### config.mk
export PLATFORM = sky130hd
export DESIGN_NAME = id_ex_ctrl
export DESIGN_NICKNAME = d
export VERILOG_FILES = /design/src/rtl/rv_ctrl_pkg.sv /design/src/rtl/rv_decode.sv /design/src/rtl/id_ex_ctrl.sv
export SDC_FILE = /design/constraint.sdc
export NUM_CORES = 1
export LEC_CHECK = 0
export BUFFER_PORTS_ARGS = -buffer_cell sky130_fd_sc_hd__buf_2
export CAP_MARGIN = 5
export CORE_ASPECT_RATIO = 0.75
export CORE_MARGIN = 2
export CORE_UTILIZATION = 45
export CTS_CLUSTER_DIAMETER = 200
export DETAILED_ROUTE_END_ITERATION = 6
export PLACE_DENSITY = 0.82
export SYNTH_ARGS = -nofsm -noshare
export SYNTH_HDL_FRONTEND = slang
export SYNTH_HIERARCHICAL = 1
export SYNTH_SLANG_ARGS = --single-unit
### constraint.sdc
create_clock -name clk -period 2.1 [get_ports clk]
set_input_delay 0 -clock clk [delete_from_list [all_inputs] [get_ports clk]]
set_output_delay 0 -clock clk [all_outputs]
set_load 0.03 [all_outputs]
### src/rtl/rv_ctrl_pkg.sv
// RV32I opcode/funct constants, control encodings and the decoded control bundle.
package rv_ctrl_pkg;

    localparam int unsigned ILEN   = 32;
    localparam int unsigned REG_AW = 5;

    localparam logic [6:0] OPC_OP     = 7'b0110011;
    localparam logic [6:0] OPC_OP_IMM = 7'b0010011;
    localparam logic [6:0] OPC_LOAD   = 7'b0000011;
    localparam logic [6:0] OPC_STORE  = 7'b0100011;
    localparam logic [6:0] OPC_BRANCH = 7'b1100011;
    localparam logic [6:0] OPC_JAL    = 7'b1101111;
    localparam logic [6:0] OPC_JALR   = 7'b1100111;
    localparam logic [6:0] OPC_LUI    = 7'b0110111;
    localparam logic [6:0] OPC_AUIPC  = 7'b0010111;

    localparam logic [2:0] F3_ADD_SUB = 3'b000;
    localparam logic [2:0] F3_SLL     = 3'b001;
    localparam logic [2:0] F3_SLT     = 3'b010;
    localparam logic [2:0] F3_SLTU    = 3'b011;
    localparam logic [2:0] F3_XOR     = 3'b100;
    localparam logic [2:0] F3_SR      = 3'b101;
    localparam logic [2:0] F3_OR      = 3'b110;
    localparam logic [2:0] F3_AND     = 3'b111;

    localparam logic [2:0] F3_LB  = 3'b000;
    localparam logic [2:0] F3_LH  = 3'b001;
    localparam logic [2:0] F3_LW  = 3'b010;
    localparam logic [2:0] F3_LBU = 3'b100;
    localparam logic [2:0] F3_LHU = 3'b101;

    localparam logic [2:0] F3_BEQ  = 3'b000;
    localparam logic [2:0] F3_BNE  = 3'b001;
    localparam logic [2:0] F3_BLT  = 3'b100;
    localparam logic [2:0] F3_BGE  = 3'b101;
    localparam logic [2:0] F3_BLTU = 3'b110;
    localparam logic [2:0] F3_BGEU = 3'b111;

    localparam logic [6:0] F7_BASE = 7'b0000000;
    localparam logic [6:0] F7_ALT  = 7'b0100000;

    typedef enum logic [5:0] {
        EXT_NONE  = 6'b000000,
        EXT_J     = 6'b000001,
        EXT_U     = 6'b000010,
        EXT_B     = 6'b000100,
        EXT_S     = 6'b001000,
        EXT_I     = 6'b010000,
        EXT_SHAMT = 6'b100000
    } ext_op_e;

    typedef enum logic [4:0] {
        ALU_NOP   = 5'b00000,
        ALU_LUI   = 5'b00001,
        ALU_AUIPC = 5'b00010,
        ALU_ADD   = 5'b00011,
        ALU_SUB   = 5'b00100,
        ALU_SLL   = 5'b00101,
        ALU_SRL   = 5'b00110,
        ALU_SRA   = 5'b00111,
        ALU_SLT   = 5'b01000,
        ALU_SLTU  = 5'b01001,
        ALU_OR    = 5'b01101,
        ALU_AND   = 5'b01110,
        ALU_XOR   = 5'b01111
    } alu_op_e;

    typedef enum logic [2:0] {
        NPC_PLUS4  = 3'b000,
        NPC_BRANCH = 3'b001,
        NPC_JUMP   = 3'b010,
        NPC_JALR   = 3'b100
    } npc_op_e;

    typedef enum logic [1:0] {
        WD_ALU = 2'b00,
        WD_MEM = 2'b01,
        WD_PC  = 2'b10
    } wd_sel_e;

    // DMType carries the load/store funct3 directly
    localparam logic [2:0] DM_NONE = 3'b000;

    typedef struct packed {
        logic              reg_write;
        logic              mem_write;
        logic              mem_read;
        logic              alu_src;
        logic              illegal;
        ext_op_e           ext_op;
        alu_op_e           alu_op;
        npc_op_e           npc_op;
        logic [2:0]        dm_type;
        wd_sel_e           wd_sel;
        logic [2:0]        br_funct3;
        logic [REG_AW-1:0] rs1;
        logic [REG_AW-1:0] rs2;
        logic [REG_AW-1:0] rd;
    } ctrl_t;

    typedef struct packed {
        ctrl_t ctrl;
        logic  rs1_used;
        logic  rs2_used;
    } dec_t;

endpackage

### src/rtl/rv_decode.sv
// Combinational RV32I decoder: instruction word to control bundle plus source-use flags.
module rv_decode import rv_ctrl_pkg::*; (
    input  logic [ILEN-1:0] instr,
    output dec_t            dec_c
);

    logic [6:0] opcode;
    logic [2:0] funct3;
    logic [6:0] funct7;
    logic       legal;

    assign opcode = instr[6:0];
    assign funct3 = instr[14:12];
    assign funct7 = instr[31:25];

    always_comb begin
        dec_c          = '0;
        legal          = 1'b1;
        dec_c.ctrl.rs1 = instr[19:15];
        dec_c.ctrl.rs2 = instr[24:20];
        dec_c.ctrl.rd  = instr[11:7];

        case (opcode)
            OPC_OP: begin
                dec_c.ctrl.reg_write = 1'b1;
                dec_c.rs1_used       = 1'b1;
                dec_c.rs2_used       = 1'b1;
                if (funct7 == F7_BASE) begin
                    case (funct3)
                        F3_ADD_SUB: dec_c.ctrl.alu_op = ALU_ADD;
                        F3_SLL:     dec_c.ctrl.alu_op = ALU_SLL;
                        F3_SLT:     dec_c.ctrl.alu_op = ALU_SLT;
                        F3_SLTU:    dec_c.ctrl.alu_op = ALU_SLTU;
                        F3_XOR:     dec_c.ctrl.alu_op = ALU_XOR;
                        F3_SR:      dec_c.ctrl.alu_op = ALU_SRL;
                        F3_OR:      dec_c.ctrl.alu_op = ALU_OR;
                        default:    dec_c.ctrl.alu_op = ALU_AND;
                    endcase
                end else if (funct7 == F7_ALT && funct3 == F3_ADD_SUB) begin
                    dec_c.ctrl.alu_op = ALU_SUB;
                end else if (funct7 == F7_ALT && funct3 == F3_SR) begin
                    dec_c.ctrl.alu_op = ALU_SRA;
                end else begin
                    legal = 1'b0;
                end
            end
            OPC_OP_IMM: begin
                dec_c.ctrl.reg_write = 1'b1;
                dec_c.ctrl.alu_src   = 1'b1;
                dec_c.ctrl.ext_op    = EXT_I;
                dec_c.rs1_used       = 1'b1;
                case (funct3)
                    F3_ADD_SUB: dec_c.ctrl.alu_op = ALU_ADD;
                    F3_SLT:     dec_c.ctrl.alu_op = ALU_SLT;
                    F3_SLTU:    dec_c.ctrl.alu_op = ALU_SLTU;
                    F3_XOR:     dec_c.ctrl.alu_op = ALU_XOR;
                    F3_OR:      dec_c.ctrl.alu_op = ALU_OR;
                    F3_AND:     dec_c.ctrl.alu_op = ALU_AND;
                    F3_SLL: begin
                        dec_c.ctrl.ext_op = EXT_SHAMT;
                        dec_c.ctrl.alu_op = ALU_SLL;
                        legal             = (funct7 == F7_BASE);
                    end
                    default: begin
                        dec_c.ctrl.ext_op = EXT_SHAMT;
                        dec_c.ctrl.alu_op = (funct7 == F7_ALT) ? ALU_SRA : ALU_SRL;
                        legal             = (funct7 == F7_BASE) || (funct7 == F7_ALT);
                    end
                endcase
            end
            OPC_LOAD: begin
                dec_c.ctrl.reg_write = 1'b1;
                dec_c.ctrl.mem_read  = 1'b1;
                dec_c.ctrl.alu_src   = 1'b1;
                dec_c.ctrl.ext_op    = EXT_I;
                dec_c.ctrl.alu_op    = ALU_ADD;
                dec_c.ctrl.wd_sel    = WD_MEM;
                dec_c.ctrl.dm_type   = funct3;
                dec_c.rs1_used       = 1'b1;
                legal = (funct3 == F3_LB) || (funct3 == F3_LH) || (funct3 == F3_LW) ||
                        (funct3 == F3_LBU) || (funct3 == F3_LHU);
            end
            OPC_STORE: begin
                dec_c.ctrl.mem_write = 1'b1;
                dec_c.ctrl.alu_src   = 1'b1;
                dec_c.ctrl.ext_op    = EXT_S;
                dec_c.ctrl.alu_op    = ALU_ADD;
                dec_c.ctrl.dm_type   = funct3;
                dec_c.rs1_used       = 1'b1;
                dec_c.rs2_used       = 1'b1;
                legal = (funct3 == F3_LB) || (funct3 == F3_LH) || (funct3 == F3_LW);
            end
            OPC_BRANCH: begin
                dec_c.ctrl.ext_op    = EXT_B;
                dec_c.ctrl.alu_op    = ALU_SUB;
                dec_c.ctrl.npc_op    = NPC_BRANCH;
                dec_c.ctrl.br_funct3 = funct3;
                dec_c.rs1_used       = 1'b1;
                dec_c.rs2_used       = 1'b1;
                legal = (funct3 == F3_BEQ) || (funct3 == F3_BNE) || (funct3 == F3_BLT) ||
                        (funct3 == F3_BGE) || (funct3 == F3_BLTU) || (funct3 == F3_BGEU);
            end
            OPC_JAL: begin
                dec_c.ctrl.reg_write = 1'b1;
                dec_c.ctrl.ext_op    = EXT_J;
                dec_c.ctrl.alu_op    = ALU_ADD;
                dec_c.ctrl.npc_op    = NPC_JUMP;
                dec_c.ctrl.wd_sel    = WD_PC;
            end
            OPC_JALR: begin
                dec_c.ctrl.reg_write = 1'b1;
                dec_c.ctrl.alu_src   = 1'b1;
                dec_c.ctrl.ext_op    = EXT_I;
                dec_c.ctrl.alu_op    = ALU_ADD;
                dec_c.ctrl.npc_op    = NPC_JALR;
                dec_c.ctrl.wd_sel    = WD_PC;
                dec_c.rs1_used       = 1'b1;
                legal                = (funct3 == 3'b000);
            end
            OPC_LUI, OPC_AUIPC: begin
                dec_c.ctrl.reg_write = 1'b1;
                dec_c.ctrl.alu_src   = 1'b1;
                dec_c.ctrl.ext_op    = EXT_U;
                dec_c.ctrl.alu_op    = (opcode == OPC_LUI) ? ALU_LUI : ALU_AUIPC;
            end
            default: legal = 1'b0;
        endcase

        // Illegal words keep only the raw register fields; no side effects, no redirect
        if (!legal) begin
            dec_c              = '0;
            dec_c.ctrl.illegal = 1'b1;
            dec_c.ctrl.rs1     = instr[19:15];
            dec_c.ctrl.rs2     = instr[24:20];
            dec_c.ctrl.rd      = instr[11:7];
        end
    end

endmodule

### src/rtl/id_ex_ctrl.sv
// ID stage: decode, load-use bubble insertion, flush handling and the ID/EX register.
module id_ex_ctrl import rv_ctrl_pkg::*; #(
    parameter int unsigned XLEN          = 32,
    parameter int unsigned RF_AW         = 5,
    parameter int unsigned CNT_W         = 16,
    parameter bit          ENABLE_HAZARD = 1'b1
) (
    input  logic             clk,
    input  logic             rstn,
    input  logic             in_valid,
    output logic             in_ready,
    input  logic [31:0]      in_instr,
    input  logic [XLEN-1:0]  in_pc,
    input  logic             flush,
    input  logic             ex_valid,
    input  logic             ex_memread,
    input  logic [RF_AW-1:0] ex_rd,
    output logic             out_valid,
    input  logic             out_ready,
    output logic [XLEN-1:0]  out_pc,
    output logic [RF_AW-1:0] out_rs1,
    output logic [RF_AW-1:0] out_rs2,
    output logic [RF_AW-1:0] out_rd,
    output logic             RegWrite,
    output logic             MemWrite,
    output logic             MemRead,
    output logic             ALUSrc,
    output logic             illegal,
    output logic [5:0]       EXTOp,
    output logic [4:0]       ALUOp,
    output logic [2:0]       NPCOp,
    output logic [2:0]       DMType,
    output logic [1:0]       WDSel,
    output logic [2:0]       BrFunct3,
    output logic [CNT_W-1:0] stall_cnt,
    output logic [CNT_W-1:0] flush_cnt
);

    dec_t             dec_c;
    logic             hazard_c;
    logic             out_free_c;
    logic             bubble_c;

    logic             valid_q,     valid_d;
    ctrl_t            ctrl_q,      ctrl_d;
    logic [XLEN-1:0]  pc_q,        pc_d;
    logic [CNT_W-1:0] stall_cnt_q, stall_cnt_d;
    logic [CNT_W-1:0] flush_cnt_q, flush_cnt_d;

    rv_decode u_decode (
        .instr (in_instr),
        .dec_c (dec_c)
    );

    // Load-use: only sources the instruction really reads can stall it
    assign hazard_c = ENABLE_HAZARD && in_valid && ex_valid && ex_memread && (ex_rd != '0) &&
                      ((dec_c.rs1_used && (RF_AW'(dec_c.ctrl.rs1) == ex_rd)) ||
                       (dec_c.rs2_used && (RF_AW'(dec_c.ctrl.rs2) == ex_rd)));

    assign out_free_c = ~valid_q | out_ready;
    assign bubble_c   = ~flush & hazard_c & out_free_c;
    assign in_ready   = flush | (~hazard_c & out_free_c);

    always_comb begin
        valid_d     = valid_q;
        ctrl_d      = ctrl_q;
        pc_d        = pc_q;
        stall_cnt_d = stall_cnt_q;
        flush_cnt_d = flush_cnt_q;

        // Empty slots are fully zeroed so side-effect bits never leak while invalid
        if (flush || bubble_c) begin
            valid_d = 1'b0;
            ctrl_d  = '0;
            pc_d    = '0;
        end else if (in_valid && in_ready) begin
            valid_d = 1'b1;
            ctrl_d  = dec_c.ctrl;
            pc_d    = in_pc;
        end else if (valid_q && out_ready) begin
            valid_d = 1'b0;
            ctrl_d  = '0;
            pc_d    = '0;
        end

        if (bubble_c && !(&stall_cnt_q)) begin
            stall_cnt_d = stall_cnt_q + CNT_W'(1);
        end
        if (flush && !(&flush_cnt_q)) begin
            flush_cnt_d = flush_cnt_q + CNT_W'(1);
        end
    end

    always_ff @(posedge clk or negedge rstn) begin
        if (!rstn) begin
            valid_q     <= 1'b0;
            ctrl_q      <= '0;
            pc_q        <= '0;
            stall_cnt_q <= '0;
            flush_cnt_q <= '0;
        end else begin
            valid_q     <= valid_d;
            ctrl_q      <= ctrl_d;
            pc_q        <= pc_d;
            stall_cnt_q <= stall_cnt_d;
            flush_cnt_q <= flush_cnt_d;
        end
    end

    assign out_valid = valid_q;
    assign out_pc    = pc_q;
    assign out_rs1   = RF_AW'(ctrl_q.rs1);
    assign out_rs2   = RF_AW'(ctrl_q.rs2);
    assign out_rd    = RF_AW'(ctrl_q.rd);
    assign RegWrite  = ctrl_q.reg_write;
    assign MemWrite  = ctrl_q.mem_write;
    assign MemRead   = ctrl_q.mem_read;
    assign ALUSrc    = ctrl_q.alu_src;
    assign illegal   = ctrl_q.illegal;
    assign EXTOp     = ctrl_q.ext_op;
    assign ALUOp     = ctrl_q.alu_op;
    assign NPCOp     = ctrl_q.npc_op;
    assign DMType    = ctrl_q.dm_type;
    assign WDSel     = ctrl_q.wd_sel;
    assign BrFunct3  = ctrl_q.br_funct3;
    assign stall_cnt = stall_cnt_q;
    assign flush_cnt = flush_cnt_q;

endmodule

==> qor.txt <==
Status -> finished clean
CP required -> 2.32 ns
Via count -> 4667
Async set-or-reset flop fraction in the synthesized netlist -> 100.0%
Layout fillers -> 816
Final Power -> 0.004947 W
Die area -> 12130 um2
Leading area contributor after synthesis -> dfrtp_1
Sequential-to-total area share from yosys stat -> 52.88%
Critical Path Max Stage Delay -> 0.37 ns
Root Driver -> clkbuf_16
Crit path max-delay cell type -> or3_1
Top cells by area, synth -> dfrtp_1 (53%), a22o_1 (13%), xnor2_1 (6.1%)
HPWL Detailed -> 10070 um
Seq. cell area -> 2678 um2
Chain of cells forming the critical path -> buf_6, or3_1, a211oi_2, a311o_1, nor4_4, a2111oi_2, nand2_1, o22ai_4, buf_6, a21oi_4, buf_12, clkbuf_16, a22o_1
Worst-path clk slew -> 0.07 ns
# port buffers -> 183
Leak -> 3.660 nW
Element type at the critical path start -> primary input
Setup Skew -> 0.009764 ns
Post-synth top cells -> dfrtp_1 (107), a22o_1 (74), xnor2_1 (35)
CTS tree -> built
Worst skew pair latency -> 0.34 ns
Setup Viol. Count Final -> 0
Finished Layout Cells -> 847
Placeable Area -> 10940 um2
Nets -> 780
Starting Density -> 46.28%
Post-Syn Area -> 5064 um2
Dominant synthesized flop cell -> dfrtp_1
Peak Freq -> 490.2 MHz
Chip Height -> 95.87 um
Share of the synthesized area in the top cell type -> 52.88%
Final hold vios -> 0
Arrival time worst endpoint -> 2.26 ns
Max cap viols -> 0
Cells after Synth -> 448
RSZ-0062 raised after global routing -> yes
Htree depth -> 3
# clock sinks -> 107
Syn_area_per_cell -> 11.30 um2
Site Rows -> 33
Synthesized flop and latch total -> 107
Global route overflow -> 0
First-pass GRT wire length -> 23100 um
CP max FO -> 8
Worst-case clock buffer depth -> 2
Synth Warn # -> 6
Max-slew headroom -> 39.11%
Worst r2r path cells -> 5
Most frequent CP cell -> buf_6
WHS Path Cells -> 3
Pwr/cell area -> 681.4 nW/um2
Drt total wl -> 15320 um
Drt drc -> 0
CP endpoint kind -> flop
Crit Path Class -> primary input to flop
Tcrit/Tclk final -> 97.15%
Share of cells above drive strength 1 -> 39.18%
# IOs -> 184
Worst min path class -> primary input to flop
GRT Overall Usage -> 24.13%
Syn_nets -> 526
Vias in the first global route -> 4559
Slew at the pin closest to its max-slew limit -> 0.8903 ns
Max IR drop VDD -> 365.3 uV
# diodes -> 0
Placed instance count -> 775
Die X -> 126.5 um
GPL Wtd Cong -> 0.9637
Final Critical Period -> 2.040 ns
Initial antenna violation count -> 0
Area Growth Syn to Fin -> 43.37%
Count leader, synth -> dfrtp_1
DRT Pass-1 Iters -> 5
Synth cell types -> 52
Starting DRT DRC Count -> 327
Wirelength per Cell -> 18.09 um
ANT nets after route -> 0
Number of flops mapped to enable cells by yosys -> 0
TritonCTS buffer count -> 9
Multi-input logic area -> 2170 um2
WHS -> 0.08357 ns
Pin count of the biggest net entering global routing -> 43
Fin. max-slew vios -> 0
DR vias/cell -> 5.510
[final timing paths]
| kind | start | to | slack, ns |
|---|---|---|---|
| max | in_instr[13] | EXTOp[1] | 0.06 |
| min | out_ready | out_valid | 0.08 |
| max reg2reg | flush_cnt[3] | flush_cnt[5] | 0.29 |
| min reg2reg | stall_cnt[6] | stall_cnt[6] | 0.50 |
| max in group asynchronous | rstn | out_rs2[3] | 1.31 |
| min in group asynchronous | rstn | out_pc[30] | 0.16 |
[sequential cells by signal (all words and copies together) (netlist names), 2 cells and up]
name	flops
flush_cnt	16
ALUOp	5
EXTOp	6
NPCOp	3
DMType	3
out_rs1	5
out_rd	5
WDSel	2
stall_cnt	16
BrFunct3	3
out_rs2	5
out_pc	32
[cells in the final DEF (no fill, tap or decap), drive strengths merged, types with 2 or more instances in the layout]
cell type / Yosys / routed
xnor2: 35 / 35
clkbuf: 15 / 12
mux2: 3 / 3
a22o: 74 / 74
nand3: 22 / 22
nand2b: 7 / 7
nor2b: 2 / 2
o21ai: 6 / 6
and3: 12 / 12
o2111ai: 2 / 2
a211oi: 3 / 3
dfrtp: 107 / 107
dlygate4sd3: 0 / 49
inv: 4 / 5
clkinvlp: 0 / 2
clkinv: 0 / 2
a2111oi: 3 / 3
buf: 30 / 238
a31oi: 5 / 5
nor4: 5 / 5
nand2: 20 / 20
ha: 2 / 2
or3: 3 / 3
nor2: 23 / 23
nor3: 9 / 9
a21oi: 14 / 14
nand3b: 2 / 2
xor2: 3 / 3
and4: 5 / 5
nand4: 13 / 13
and2: 3 / 3
[report_power, final]
part	total, W	internal, W	switching (W)
Clock	0.00159	0.000842	0.000753
Combinational	0.00105	0.000414	0.000637
Sequential	0.00230	0.00218	0.000115
Total	0.00495	0.00344	0.00151
[critical path, delay by kind of cell]
kind / cells / cell delay [ns]
compound gates: 6 / 1.13
buf+inv: 4 / 0.55
simple gates: 3 / 0.58
[logic make-up (layout without fill, tap and decap cells)]
kind of cell	count (synthesis)	count (layout)	synth area share, %
xor+xnor	38	38	6.573
fa+ha+maj	2	2	0.4941
other cells	1	1	0.07406
simple gates	131	131	14.41
flops	107	107	52.88
buf+inv	49	308	6.177
compound gates	116	116	18.53
mux	4	4	0.8648
[metrics by stage]
stage | area [um2] | util [%] | worst slack, ns | setup TNS (ns)
detailed placement | 6337 | 57.92 | -0.2152 | -13.84
global route | 7259 | 66.35 | -0.03070 | -0.1169
global placement | 6337 | 57.92 | -0.1616 | -8.434
CTS | 7152 | 65.36 | -0.05701 | -0.2558
floorplan | 5117 | - | -0.01970 | -0.9628
finish | 7259 | 66.35 | 0.05983 | 0
[final cells by class]
cell class              instances  area share [%]
clock inverters                 5          0.5171
multi-input cells             292           29.89
clock buffers                  11           3.344
inverters                       4          0.2413
repair buffers                288           26.71
flip-flops and latches        107           36.88
well taps                     140           2.413
[metal layers]
| metal | wire length [um] | vias to the layer above | global-route usage (%) |
|---|---|---|---|
| met5 | 0 | - | 0 |
| met4 | 169 | 0 | 5.861 |
| met3 | 1099 | 14 | 5.225 |
| met2 | 7510 | 212 | 41.31 |
| met1 | 6539 | 2290 | 31.69 |
| li1 | - | 2151 | - |
[repair_timing]
action,CTS,global route
pin swaps,21,9
gates cloned,0,2
buffers inserted,3,2
setup endpoints to repair,1,81
hold buffers,49,0
gates resized for setup,5,8
endpoints found under the hold margin,83,0
No activity file was read; power rests on OpenSTA's default activity.
